$ cat src/rtl/decode_issue_ctrl.sv
// Decode issue controller: holds one fetched instruction, stalls it on scoreboard hazards, issues it downstream.
// Optional macro DECODE_STALL_COUNT_EN adds a saturating stall_count output.
module decode_issue_ctrl #(
    parameter int INSTRUCTION_LENGTH = 32,
    parameter int TYPE_WIDTH         = 3,
    parameter int FLAG_WIDTH         = 8,
    parameter int REGISTER_WIDTH     = 5
) (
    input  logic                            clk,
    input  logic                            reset,
    input  logic                            in_valid,
    output logic                            in_ready,
    input  logic [INSTRUCTION_LENGTH-1:0]   in_instruction,
    input  logic [TYPE_WIDTH-1:0]           in_type,
    input  logic [FLAG_WIDTH-1:0]           in_flag,
    output logic                            out_valid,
    input  logic                            out_ready,
    output logic [INSTRUCTION_LENGTH-1:0]   out_instruction,
    output logic [TYPE_WIDTH-1:0]           out_type,
    output logic [FLAG_WIDTH-1:0]           out_flag,
    input  logic                            wb_valid,
    input  logic [REGISTER_WIDTH-1:0]       wb_rd,
    input  logic                            flush,
    output logic [2**REGISTER_WIDTH-1:0]    busy_mask
`ifdef DECODE_STALL_COUNT_EN
   ,output logic [15:0]                     stall_count
`endif
);

    localparam int NUM_REGS = 2**REGISTER_WIDTH;

    typedef enum logic {
        EMPTY = 1'b0,
        HELD  = 1'b1
    } state_t;

    state_t                          state_q, state_d;
    logic [INSTRUCTION_LENGTH-1:0]   instr_q, instr_d;
    logic [TYPE_WIDTH-1:0]           type_q, type_d;
    logic [FLAG_WIDTH-1:0]           flag_q, flag_d;
    logic [NUM_REGS-1:0]             busy_q, busy_d;

    logic [REGISTER_WIDTH-1:0]       rd;
    logic [REGISTER_WIDTH-1:0]       rs1;
    logic [REGISTER_WIDTH-1:0]       rs2;
    logic [NUM_REGS-1:0]             wb_onehot;
    logic [NUM_REGS-1:0]             pend;
    logic                            hazard;
    logic                            issue;
    logic                            accept;

    assign rd  = instr_q[7  +: REGISTER_WIDTH];
    assign rs1 = instr_q[15 +: REGISTER_WIDTH];
    assign rs2 = instr_q[20 +: REGISTER_WIDTH];

    // Writeback of register n makes n non-pending for this cycle's hazard check.
    always_comb begin
        wb_onehot = '0;
        if (wb_valid) begin
            wb_onehot[wb_rd] = 1'b1;
        end
    end

    assign pend = busy_q & ~wb_onehot;

    always_comb begin
        hazard = (flag_q[1] & pend[rs1]) |
                 (flag_q[2] & pend[rs2]) |
                 (flag_q[0] & pend[rd]);
    end

    assign out_valid = (state_q == HELD) & ~hazard & ~flush & ~reset;
    assign issue     = out_valid & out_ready;
    assign in_ready  = ((state_q == EMPTY) | issue) & ~flush & ~reset;
    assign accept    = in_valid & in_ready;

    assign out_instruction = instr_q;
    assign out_type        = type_q;
    assign out_flag        = flag_q;
    assign busy_mask       = busy_q;

    always_comb begin
        state_d = state_q;
        instr_d = instr_q;
        type_d  = type_q;
        flag_d  = flag_q;
        if (flush) begin
            state_d = EMPTY;
        end else if (accept) begin
            state_d = HELD;
            instr_d = in_instruction;
            type_d  = in_type;
            flag_d  = in_flag;
        end else if (issue) begin
            state_d = EMPTY;
        end
    end

    // Writeback clear is applied before the issue set so a same-register set wins.
    always_comb begin
        busy_d = busy_q;
        if (flush) begin
            busy_d = '0;
        end else begin
            busy_d = busy_q & ~wb_onehot;
            if (issue && flag_q[0] && (rd != '0)) begin
                busy_d[rd] = 1'b1;
            end
        end
        busy_d[0] = 1'b0;
    end

    always_ff @(posedge clk) begin
        if (reset) begin
            state_q <= EMPTY;
            instr_q <= '0;
            type_q  <= '0;
            flag_q  <= '0;
            busy_q  <= '0;
        end else begin
            state_q <= state_d;
            instr_q <= instr_d;
            type_q  <= type_d;
            flag_q  <= flag_d;
            busy_q  <= busy_d;
        end
    end

`ifdef DECODE_STALL_COUNT_EN
    logic [15:0] stall_q, stall_d;

    // Counts hazard stall cycles only; survives flush and saturates instead of wrapping.
    always_comb begin
        stall_d = stall_q;
        if ((state_q == HELD) && hazard && !flush && (stall_q != 16'hFFFF)) begin
            stall_d = stall_q + 16'd1;
        end
    end

    always_ff @(posedge clk) begin
        if (reset) begin
            stall_q <= '0;
        end else begin
            stall_q <= stall_d;
        end
    end

    assign stall_count = stall_q;
`endif

endmodule

$ cat config.mk
export PLATFORM = sky130hd
export DESIGN_NAME = decode_issue_ctrl
export DESIGN_NICKNAME = d
export VERILOG_FILES = /design/src/rtl/decode_issue_ctrl.sv
export SDC_FILE = /design/constraint.sdc
export NUM_CORES = 1
export LEC_CHECK = 0
export CORE_AREA = 2 2 95 97
export CTS_CLUSTER_DIAMETER = 60
export DETAILED_ROUTE_END_ITERATION = 10
export DIE_AREA = 0 0 97 99
export MAX_ROUTING_LAYER = met4
export PLACE_DENSITY = 0.88
export SETUP_SLACK_MARGIN = 0.5
export SLEW_MARGIN = 10
export SYNTH_ARGS = -nofsm -noshare
export SYNTH_HDL_FRONTEND = slang
export SYNTH_SLANG_ARGS = --single-unit
$ cat constraint.sdc
create_clock -name clk -period 8.7 [get_ports clk]
set_clock_uncertainty 0.05 [all_clocks]
set_input_delay 1.74 -clock clk [delete_from_list [all_inputs] [get_ports clk]]
set_output_delay 1.74 -clock clk [all_outputs]
set_load 0.1 [all_outputs]
# Word level (Yosys, flattened, before mapping)
# Index checks and enable logic that the tools add are counted.
[op_classes] n_lt_le_gt_ge=6 reduce_logical=8 muxes=14 bitwise=20
[ops] op="$mux 32" n=2
[ops] op="$and 32x32->32" n=1
[ops] op="$not 32->32" n=1
[ops] op="$or 32x32->32" n=1
[ops] op="$lt 5x6->1 const B" n=4
[ops] op="$bmux 1 s5" n=3
[ops] op="$and 1x1->1" n=10
[ops] op="$demux 1 s5" n=2
[ops] op="$ge 5x1->1 const B" n=2
[ops] op="$mux 1" n=7
[ops] op="$reduce_bool 5->1" n=1
[ops] op="$logic_and 1x1->1" n=4
[ops] op="$not 1->1" n=4
[ops] op="$or 1x1->1" n=3
[ops] op="$reduce_and 2->1" n=1
[ops] op="$reduce_bool 2->1" n=1
[ops] op="$reduce_or 2->1" n=1
[word_totals] register_bits=76 inputBits=54

# Longest topological paths before layout
[logic_depth] ltp_word=22 depth_mapped=12

# Least setup slack after synthesis
# OpenSTA, ideal clock, no wires.
[synth_timing] path_kind="input-to-output" start="input wb_rd[1]" end="output out_valid" t_arrival_ps=5240 required_time_ps=6910 slack_ps=1670 path_stages=7 n_path_buf=0 path_cell_list="or4b_4 > o21ai_2 > o31ai_1 > a2111oi_0 > a2111o_1 > o41ai_2 > nor3_1"
[synth_via] elab_chain_cells=16 elab_cells_between_ends=23
[synth_rtl] item="from (decl)" line="22" source="input logic [REGISTER_WIDTH-1:0] wb_rd,"
[synth_rtl] item="$lt 5x6->1 (implied by the code) or $ge 5x1->1 (tied branches)" line="60" source="wb_onehot[wb_rd] = 1'b1;"
[synth_rtl] item="$logic_and 1x1->1 (implied by the code)" line="60"
[synth_rtl] item="$mux 1 (implied by the code)" line="60"
[synth_rtl] item="$demux 1 s5 (*)" line="60"
[synth_rtl] item="$mux 32 (*)" line="59" source="if (wb_valid) begin"
[synth_rtl] item="$not 32->32 (*)" line="64" source="assign pend = busy_q & ~wb_onehot;"
[synth_rtl] item="$and 32x32->32 (*)" line="64"
[synth_rtl] item="$bmux 1 s5, on equally long branches" line="67, 68"
[synth_rtl] item="$mux 1, on equally long branches" line="67, 68"
[synth_rtl] item="$and 1x1->1, on equally long branches" line="67, 68"
[synth_rtl] item="$or 1x1->1" line="67" source="hazard = (flag_q[1] & pend[rs1]) |"
[synth_rtl] item="$or 1x1->1 (*)" line="68" source="(flag_q[2] & pend[rs2]) |"
[synth_rtl] item="$not 1->1 (*)" line="72" source="assign out_valid = (state_q == HELD) & ~hazard & ~flush & ~reset;"
[synth_rtl] item="$and 1x1->1 (*) (3 in a row)" line="72"
[synth_rtl] item="to (decl)" line="16" source="output logic out_valid,"
# Mark *: on every way between the ends. The rest lies on a longest branch, timed or not. The select of a mux whose other input is x is not followed.

# Worst setup path in the final report
[layout_timing] start="input wb_rd[2]" end="output out_valid"
# Same word-level chain as after synthesis.

==> qor.tcl <==
set qor(synthesis.nets) 579
set qor(crit_path_end_kind) {output port}
set qor(dominant_cells_by_area_after_synthesis) {sky130_fd_sc_hd__dfxtp_1 (35%), sky130_fd_sc_hd__nand3_1 (9.2%), sky130_fd_sc_hd__o311ai_1 (9.1%)}
set qor(unrepaired_setup_endpoints_after_global_routing) {no}
set qor(postSynth.topFlopCell) {sky130_fd_sc_hd__dfxtp_1}
set qor(synth_edf_count) 0
set qor(clock_insertion_delay_worst_skew_ns) 0.35
set qor(hpwlAfterDp_um) 10200
set qor(finalWeightedCongestion) 1.03
set qor(ys_seq_elements) 75
set qor(worstPathRequired_ns) 6.91
set qor(cts.htree.levels) 3
set qor(floorplan.io_pins) 131
set qor(powerDensity_mw_per_mm2) 143
set qor(vias_in_the_first_global_route) 4501
set qor(drt_drc_violations_left) 0
set qor(netlist-cell-type-count) 62
set qor(std_cell_rows) 34
set qor(drtAntennaViolNets) 0
set qor(final.period_utilization_pct) 84.2
set qor(total_power_mw) 0.818
set qor(max-vdd-ir-drop_v) 0.0000804
set qor(route.detailed.wl_per_inst_um) 20.0
set qor(drt-vias-per-instance) 6.46
set qor(clock_sink_count) 75
set qor(gr-total-overflow) 0
set qor(worst_hold_path.num_cells) 2
set qor(cp_slowest_stage_delay_ns) 1.18
set qor(cts_tree) {yes}
set qor(drt-total-wl_um) 14600
set qor(path_common_cell) {sky130_fd_sc_hd__clkdlybuf4s50_1}
set qor(antenna_cells) 0
set qor(yosysWarningCount) 0
set qor(worst_setup_hold_path_clk_slew_ns) 0.08
set qor(min_from) {out_instruction[6]}
set qor(timing.critical_path.slowest_stage_cell) {sky130_fd_sc_hd__clkdlybuf4s50_1}
set qor(syn2layout_area_growth_pct) 34.5
set qor(chipWidth_um) 97
set qor(static_leakage_power_nw) 1.96
set qor(final.fill_count) 734
set qor(worst_r2r_endpoint) {out_instruction[8]}
set qor(syn_avg_cell_area_um2) 8.07
set qor(top_cell_type_by_total_area_after_synthesis) {sky130_fd_sc_hd__dfxtp_1}
set qor(share_of_cells_above_drive_strength_1_pct) 6.44
set qor(clock_path_buffers) 2
set qor(fin_setup_tns_ns) 0
set qor(slew_violations) 0
set qor(timing.critical_path.from_type) {input port}
set qor(holdWs_ns) 0.417
set qor(tritoncts.num_buffers) 9
set qor(globalRouteTotalUtil_pct) 30.6
set qor(maxClockFrequency_mhz) 136
set qor(hp-class) {reg2reg}
set qor(reg2reg_from) {out_instruction[8]}
set qor(design.core.area_mm2) 0.00855
set qor(max-slew-margin-rel_pct) 32.7
set qor(critical_path.cell_chain) {clkdlybuf4s50_1 > nand4bb_1 > o21ai_0 > nor2_1 > a2111oi_0 > o41ai_2 > nor3_1 > clkdlybuf4s50_1}
set qor(synth.cell_area_mm2) 0.00424
set qor(crit_arrival_ns) 5.54
set qor(drt_first_pass_iters) 5
set qor(post_cts.repair.setup_buffers) 0
set qor(maxCapViolCount) 0
set qor(port_buffers) 129
set qor(outcome) {completed}
set qor(setup_viol) 0
set qor(die_outline_area_mm2) 0.00960
set qor(reg2reg_setup_slack_ns) 4.64
set qor(synth.top_cell.area_share_pct) 35.4
set qor(worstPathBufferInverterCount) 2
set qor(grt_pass1_wl_um) 23600
set qor(antenna_found_initial) 0
set qor(vias) 4708
set qor(die_height_um) 99
set qor(worst-setup-path-type) {in2out}
set qor(clock-root-buffer) {sky130_fd_sc_hd__clkbuf_8}
set qor(finalHoldViolations) 0
set qor(critPathTopFamily) {buffers and inverters}
set qor(syn_inst) 525
set qor(synth.yosys.seq_area_share_pct) 35.4
set qor(synth_async_sr_flop_share_pct) 0
set qor(hold_buffer_count_at_cts) 0
set qor(timing.final.crit_period_ns) 7.33
set qor(post_cts_resized) 0
set qor(min_delay_worst_endpoint) {out_instruction[6]}
set qor(finalNetCount) 670
set qor(cp_max_fo) 8
set qor(worstMarginPinSlew_ns) 1.01
set qor(initial_utilization_pct) 49.6
set qor(worstRegToRegCells) 10
set qor(finalCoreUtilization_pct) 66.6
set qor(first_iter_violations) 380
set qor(maximum_number_of_pins_on_one_net_before_global_route_repair) 46
-- through the flow --
step           area [µm²]  worst slack [ns]  std cells
2_1_floorplan        4240              1.67        525
3_3_place_gp         5510              1.44        713
3_5_place_dp         5510              1.43        713
4_1_cts              5700              1.37        729
5_1_grt              5700              1.19        729
6_report             5700              1.37        729
-- synthesized netlist by cell type (3+ instances only) --
library cell	n
sky130_fd_sc_hd__nand2_1	55
sky130_fd_sc_hd__clkbuf_1	43
sky130_fd_sc_hd__o32ai_1	3
sky130_fd_sc_hd__and2_1	3
sky130_fd_sc_hd__mux2i_1	12
sky130_fd_sc_hd__dfxtp_1	75
sky130_fd_sc_hd__nand4b_1	4
sky130_fd_sc_hd__nand4bb_1	3
sky130_fd_sc_hd__a32oi_1	3
sky130_fd_sc_hd__o21ai_1	22
sky130_fd_sc_hd__o21ai_2	3
sky130_fd_sc_hd__buf_2	10
sky130_fd_sc_hd__o21ai_0	12
sky130_fd_sc_hd__nand3b_1	5
sky130_fd_sc_hd__nand4_1	7
sky130_fd_sc_hd__o22ai_1	4
sky130_fd_sc_hd__nand2b_1	8
sky130_fd_sc_hd__inv_1	7
sky130_fd_sc_hd__a211oi_1	3
sky130_fd_sc_hd__nand3_1	78
sky130_fd_sc_hd__a21oi_1	31
sky130_fd_sc_hd__o211ai_1	6
sky130_fd_sc_hd__o311ai_1	44
sky130_fd_sc_hd__nor3b_1	11
sky130_fd_sc_hd__mux4_2	4
sky130_fd_sc_hd__a2111oi_0	3
sky130_fd_sc_hd__nor3_1	3
sky130_fd_sc_hd__o2111ai_1	6
sky130_fd_sc_hd__nor2_1	14
-- logic make-up (layout without fill, tap and decap cells) --
| group | count (synthesis) | in the layout | share of synthesized area, % |
|---|---|---|---|
| AO/OA/AOI/OAI | 158 | 158 | 27.0 |
| buffers and inverters | 64 | 160 | 6.05 |
| flip-flops | 75 | 75 | 35.4 |
| multiplexers | 17 | 17 | 5.23 |
| other | 1 | 1 | 0.0885 |
| AND/OR/NAND/NOR | 210 | 210 | 26.2 |
-- cell usage in the layout (no fill, tap or decap), drive strengths merged, types with 4 or more instances in the layout --
cell	count
clkdlybuf4s50	128
nand3	78
dfxtp	75
nand2	55
o311ai	44
o21ai	37
a21oi	31
nor2	14
mux2i	12
nor3b	11
clkbuf	10
nand2b	8
buf	8
inv	8
nand4	7
o211ai	7
o2111ai	6
nand3b	5
nand4b	4
o22ai	4
mux4	4
and2	4
clkinv	4
-- registers in the layout, indices dropped and copies added (netlist names) --
name / cells
busy_mask: 31
out_type: 3
out_flag: 8
out_instruction: 32
state_q: 1
-- layer usage --
layer,wire length [µm],vias to the layer above,part of all wire [%],global-route usage [%]
met5,0,-,0,-
li1,-,2191,-,-
met2,6690,290,46,45.5
met3,1340,15,9.2,7.02
met4,152,0,1.0,6.93
met1,6420,2212,44,42.5
-- how the worst max path moves through the flow --
stage | cells after the start | end | startpoint | slack, ns
4_1_cts | 8 | out_valid | wb_rd[2] | 1.37
6_report | 8 | out_valid | wb_rd[2] | 1.37
5_1_grt | 8 | out_valid | wb_rd[2] | 1.19
3_5_place_dp | 8 | out_valid | wb_valid | 1.43
2_1_floorplan | 7 | out_valid | wb_rd[1] | 1.67
3_3_place_gp | 8 | out_valid | wb_rd[2] | 1.44
-- where the power goes --
part / internal [mW] / switching [mW]
Clock: 0.133 / 0.134
Combinational: 0.0537 / 0.125
Sequential: 0.353 / 0.0188
-- area by class of cell --
type / instances / area, µm² / area share (%)
clock inverters: 6 / 65.1 / 1.14
multi-input cells: 386 / 2500 / 43.8
clock buffers: 10 / 128 / 2.24
inverters: 8 / 30.0 / 0.527
flip-flops and latches: 75 / 1500 / 26.4
repair buffers: 136 / 1340 / 23.5
well taps: 108 / 135 / 2.37
-- tightest hold or removal path, delay by kind of cell, from the launching register on --
family	cells	cell delay, ns
compound gates	1	0.06
flops	1	0.32
simple gates	1	0.05
Note: power is estimated with default switching activity, not from simulation.
